[src/rtl/add_seq_pkg.sv]
`timescale 1ns/1ps
`default_nettype none
// ============================================================================
//  Module      : add_seq_pkg
//  Description : Shared constants and FSM state encoding for the multi-cycle
//                64-bit add/subtract sequencer.
//  Revision    : 1.0 - initial release
// ============================================================================
package add_seq_pkg;

   // Slice width (must match cla_16b) and number of slices per operand.
   localparam int N     = 16;
   localparam int WORDS = 4;
   localparam int W     = N * WORDS;
   localparam int KW    = $clog2(WORDS);

   typedef enum logic [1:0] {
      IDLE = 2'd0,
      RUN  = 2'd1,
      DONE = 2'd2
   } state_t;

endpackage
`default_nettype wire

[src/rtl/cla_16b.sv]
`timescale 1ns/1ps
`default_nettype none
// ============================================================================
//  Module      : cla_16b
//  Description : 16-bit two-level carry-lookahead adder built from four 4-bit
//                groups. Group generate/propagate terms feed a lookahead
//                carry chain; bit carries are resolved inside each group.
//  Revision    : 1.0 - initial release
// ============================================================================
module cla_16b (
   input  logic [15:0] a,
   input  logic [15:0] b,
   input  logic        c_in,
   output logic [15:0] sum,
   output logic        c_out
);

   localparam int GROUPS = 4;

   logic [15:0]       p;
   logic [15:0]       g;
   logic [15:0]       c;
   logic [GROUPS-1:0] grp_p;
   logic [GROUPS-1:0] grp_g;
   logic              grp_c;
   logic              bit_c;

   assign p = a ^ b;
   assign g = a & b;

   // Group generate / propagate for each 4-bit block
   generate
      for (genvar j = 0; j < GROUPS; j++) begin : g_grp
         assign grp_p[j] = &p[4*j +: 4];
         assign grp_g[j] = g[4*j+3]
                         | (p[4*j+3] & g[4*j+2])
                         | (p[4*j+3] & p[4*j+2] & g[4*j+1])
                         | (p[4*j+3] & p[4*j+2] & p[4*j+1] & g[4*j]);
      end
   endgenerate

   // Group-level lookahead carries, then per-bit carries within each group
   always_comb begin
      c     = '0;
      grp_c = c_in;
      bit_c = 1'b0;
      for (int j = 0; j < GROUPS; j++) begin
         bit_c = grp_c;
         for (int i = 0; i < 4; i++) begin
            c[4*j+i] = bit_c;
            bit_c    = g[4*j+i] | (p[4*j+i] & bit_c);
         end
         grp_c = grp_g[j] | (grp_p[j] & grp_c);
      end
      sum   = p ^ c;
      c_out = grp_c;
   end

endmodule
`default_nettype wire

[src/rtl/add_seq_64b.sv]
`timescale 1ns/1ps
`default_nettype none
// ============================================================================
//  Module      : add_seq_64b
//  Description : Multi-cycle 64-bit add/subtract sequencer. One cla_16b is
//                time-multiplexed over four slices with the carry chained
//                through a register. Valid/ready handshakes on both sides.
//  Revision    : 1.0 - initial release
// ============================================================================
module add_seq_64b
   import add_seq_pkg::*;
(
   input  logic         clk,
   input  logic         rst_n,
   input  logic         in_valid,
   output logic         in_ready,
   input  logic [W-1:0] a,
   input  logic [W-1:0] b,
   input  logic         sub,
   input  logic         c_in,
   output logic         out_valid,
   input  logic         out_ready,
   output logic [W-1:0] sum,
   output logic         c_out,
   output logic         ovfl,
   output logic         zero
);

   localparam logic [KW-1:0] LAST_K = KW'(WORDS - 1);

   state_t        state;
   state_t        state_next;
   logic [W-1:0]  op_a;
   logic [W-1:0]  op_b;
   logic [W-1:0]  sum_next;
   logic          carry;
   logic          sign_a;
   logic          sign_b;
   logic [KW-1:0] k;
   logic [N-1:0]  slice_a;
   logic [N-1:0]  slice_b;
   logic [N-1:0]  slice_sum;
   logic          slice_cout;
   logic          accept;
   logic          last;

   // State register
   always_ff @(posedge clk) begin
      if (!rst_n) state <= IDLE;
      else        state <= state_next;
   end

   // Next-state logic and handshake outputs
   always_comb begin
      state_next = state;
      in_ready   = 1'b0;
      out_valid  = 1'b0;
      accept     = 1'b0;
      last       = 1'b0;
      case (state)
         IDLE: begin
            in_ready = rst_n;
            accept   = in_valid & rst_n;
            if (accept) state_next = RUN;
         end
         RUN: begin
            last = (k == LAST_K);
            if (last) state_next = DONE;
         end
         DONE: begin
            out_valid = 1'b1;
            if (out_ready) state_next = IDLE;
         end
         default: state_next = IDLE;
      endcase
   end

   // Slice select into the adder and write-back of the current slice
   always_comb begin
      slice_a             = op_a[k*N +: N];
      slice_b             = op_b[k*N +: N];
      sum_next            = sum;
      sum_next[k*N +: N]  = slice_sum;
   end

   cla_16b u_cla (
      .a     (slice_a),
      .b     (slice_b),
      .c_in  (carry),
      .sum   (slice_sum),
      .c_out (slice_cout)
   );

   // Operand capture, per-slice accumulation and final flag evaluation
   always_ff @(posedge clk) begin
      if (!rst_n) begin
         op_a   <= '0;
         op_b   <= '0;
         carry  <= 1'b0;
         sign_a <= 1'b0;
         sign_b <= 1'b0;
         k      <= '0;
         sum    <= '0;
         c_out  <= 1'b0;
         ovfl   <= 1'b0;
         zero   <= 1'b0;
      end else begin
         case (state)
            IDLE: begin
               if (accept) begin
                  // Subtraction is A + ~B + 1, so invert B and force the carry.
                  op_a   <= a;
                  op_b   <= sub ? ~b : b;
                  carry  <= sub ? 1'b1 : c_in;
                  sign_a <= a[W-1];
                  sign_b <= sub ? ~b[W-1] : b[W-1];
                  k      <= '0;
               end
            end
            RUN: begin
               sum   <= sum_next;
               carry <= slice_cout;
               k     <= k + 1'b1;
               if (last) begin
                  // Flags use the completed value including the final slice.
                  c_out <= slice_cout;
                  ovfl  <= (sign_a == sign_b) && (sum_next[W-1] != sign_a);
                  zero  <= (sum_next == '0);
               end
            end
            default: ;
         endcase
      end
   end

endmodule
`default_nettype wire

[config.mk]
export PLATFORM = sky130hd
export DESIGN_NAME = add_seq_64b
export DESIGN_NICKNAME = d
export VERILOG_FILES = /design/src/rtl/add_seq_pkg.sv /design/src/rtl/cla_16b.sv /design/src/rtl/add_seq_64b.sv
export SDC_FILE = /design/constraint.sdc
export NUM_CORES = 1
export LEC_CHECK = 0
export CAP_MARGIN = 20
export CORE_ASPECT_RATIO = 2
export CORE_MARGIN = 1.5
export CORE_UTILIZATION = 40
export DETAILED_ROUTE_END_ITERATION = 6
export PLACE_DENSITY = 0.65
export SYNTH_ARGS = -nofsm -noshare
export SYNTH_HDL_FRONTEND = slang
export SYNTH_SLANG_ARGS = --single-unit
[constraint.sdc]
create_clock -name clk -period 12.12 [get_ports clk]
set_input_delay 3.03 -clock clk [delete_from_list [all_inputs] [get_ports clk]]
set_output_delay 3.03 -clock clk [all_outputs]
set_load 0.005 [all_outputs]
==> reports/metrics.yaml <==
global_route:
  use_met3: 0.0307
  busiest_layer: "met2"
  grtUsageTotal: 0.224
  met2_usage: 0.429
  grt_pass1_wl_mm: 43.4
  met1_usage: 0.233
  grt.overflow.total: 0
  antenna_found_initial: 0
  grt_max_degree: 122
  grt_pass1_vias: 8073
timing:
  fin_crit_sh: 0.639
  layout_setup_ws_ps: 4380
  worstMarginPinSlew_ps: 1070
  fmax_ghz: 0.129
  setup_viol_count_final: 0
  rsz0062_at_grt: "no"
  fin_worst_skew_ps: 13.6
  setup_tns_ps: 0
  post-route-min-period_ps: 7740
  hold_viol_final: 0
  report.final.slew_viol_count: 0
  whs_ps: 462
  timing.slew.headroom: 0.278
pwr:
  ir_drop_v: 0.0000776
  power_mw: 1.55
  total_leakage_power_nw: 4.39
  power.density_nw_per_um2: 124
cts:
  root_buffer: "clkbuf_16"
  insertion_delay_ps: 440
  cts_max_level: 4
  path_clk_slew_ps: 60
  cts_resized: 0
  numCtsBuffers: 17
  clock_path_buffers: 2
  holdBufCountCts: 0
  tritoncts: "yes"
  clock_sinks: 200
  post-cts-setup-buffers: 0
detailed_routing:
  num_vias: 8150
  wire_per_inst_um: 18.3
  totalWireLength_mm: 28.1
  drtIter0Drc: 516
  viasPerCell: 5.31
  antenna_left: 0
  dr.pass1.iters: 7
  route.detailed.drc: 2
yosys:
  yosysUniqueCellTypes: 53
  syn_avg_cell_area_um2: 8.94
  synth_cells: 1087
  syn-cell-area_um2: 9720
  yosysTopAreaCell: "dfxtp_1"
  synth_ff_type: "dfxtp_1"
  synth_edf_count: 0
  yosys-top-cells-area: "dfxtp_1, nand2_1, mux4_2"
  synth_top_area_share: 0.412
  async_flop_share: 0
  ys_seq_area_frac: 0.412
  syn_nets: 1255
  synth_most_common_cell: "dfxtp_1"
  netlist_top_cells_count: "dfxtp_1, nand2_1, nor2_1, a21boi_0, clkbuf_1"
  synth-seq-cells: 200
  yosysWarnings: 0
die:
  start_util: 0.408
  die_w_um: 113
  ios: 203
  design.core.area_um2: 23800
  rows: 80
  fp.dieH_um: 223
  die_area_um2: 25300
worst_setup_path:
  cp_slowest_cell: "buf_4"
  end_kind: "output pin"
  worstPathCellList: "buf_2, buf_4, inv_2, nor3_1, clkdlybuf4s50_1"
  crit_type: "in2out"
  critPathRequiredTime_ps: 9090
  crit_fanout: 112
  critPathMaxStageDelay_ps: 690
  critPathArrivalTime_ps: 4710
  start_kind: "input pin"
finish:
  final_util: 0.525
  fin_area_um2: 12500
  fin_cells: 1536
  drive_gt1_frac: 0.0665
  nets: 1406
  insertedDiodeCount: 0
  syn_to_final_growth_pct: 28.7
place:
  io_buffers: 202
  dp.cells: 1505
  dp_hpwl_mm: 20.9
  gp_congestion: 0.911
  place_area_um2: 11900
  place_ws_ps: 4370
job:
  maxCapViolCount: 0
run_status:
  failed_checks: "DRC"
  outcome: "complete, but fails checks"
hold_path:
  min_path_type: "reg2reg"
[state kept, by name, summed over array words and instances (netlist names), 2 cells and up]
signal	cells
op_b	64
k	2
state	2
op_a	64
sum	64
[cell type report]
cell class                      instances  area [um^2]
Clock buffer                           23          478
Clock inverter                          7          119
Fill cell                            2217        11300
Inverter                               34          128
Multi-Input combinational cell        773         5300
Sequential cell                       200         4010
Tap cell                              287          359
Timing Repair Buffer                  212         2120
[worst paths after layout]
check             slack (ps)     from  cells after the start        to
setup / recovery        4380    rst_n                      5  in_ready
hold / removal           460  op_a[1]                      2   op_a[1]
setup reg to reg        6350     k[0]                     16      zero
hold reg to reg          460  op_a[1]                      2   op_a[1]
[critical path, delay by kind of cell]
kind	cells	cell delay [ps]
buffers and inverters	4	1400
AND/OR/NAND/NOR	1	280
[placed cells by master, fill, tap and decap left out, drive strengths merged, types with 3 or more instances in the layout]
cell type	instances
nor2b	11
mux4	32
nand3	19
buf	12
clkdlybuf4s50	200
nor2	95
bufinv	3
o21ai	32
a21oi	32
nand4	4
a22oi	10
a21o	7
nor4	9
ha	22
xnor2	67
clkbuf	23
a21boi	74
nand2	194
a211oi	63
and3	4
nor3	11
inv	34
a31oi	7
dfxtp	200
fa	12
and2	33
[power by group]
| part | switching (mW) | internal (mW) | total (mW) |
|---|---|---|---|
| Sequential | 0.0175 | 0.684 | 0.702 |
| Combinational | 0.142 | 0.124 | 0.267 |
| Clock | 0.242 | 0.339 | 0.581 |
| Total | 0.401 | 1.15 | 1.55 |
[kinds of logic after synthesis]
logic type,count (synthesis),synth area share
adder cells (fa/ha/maj),34,0.0530
multiplexers,34,0.0763
buffers and inverters,114,0.0445
XOR/XNOR,68,0.0613
AND/OR/NAND/NOR,394,0.180
flip-flops,200,0.412
AO/OA/AOI/OAI,243,0.173
[metal layers]
layer | share of wire | vias to the layer above | routed length [um]
met4 | 0.045 | 0 | 1260
met1 | 0.36 | 3823 | 10200
met3 | 0.032 | 53 | 901
met2 | 0.56 | 234 | 15800
met5 | 0 | - | 0
li1 | - | 4040 | -
(Power assumes the default switching activity.)
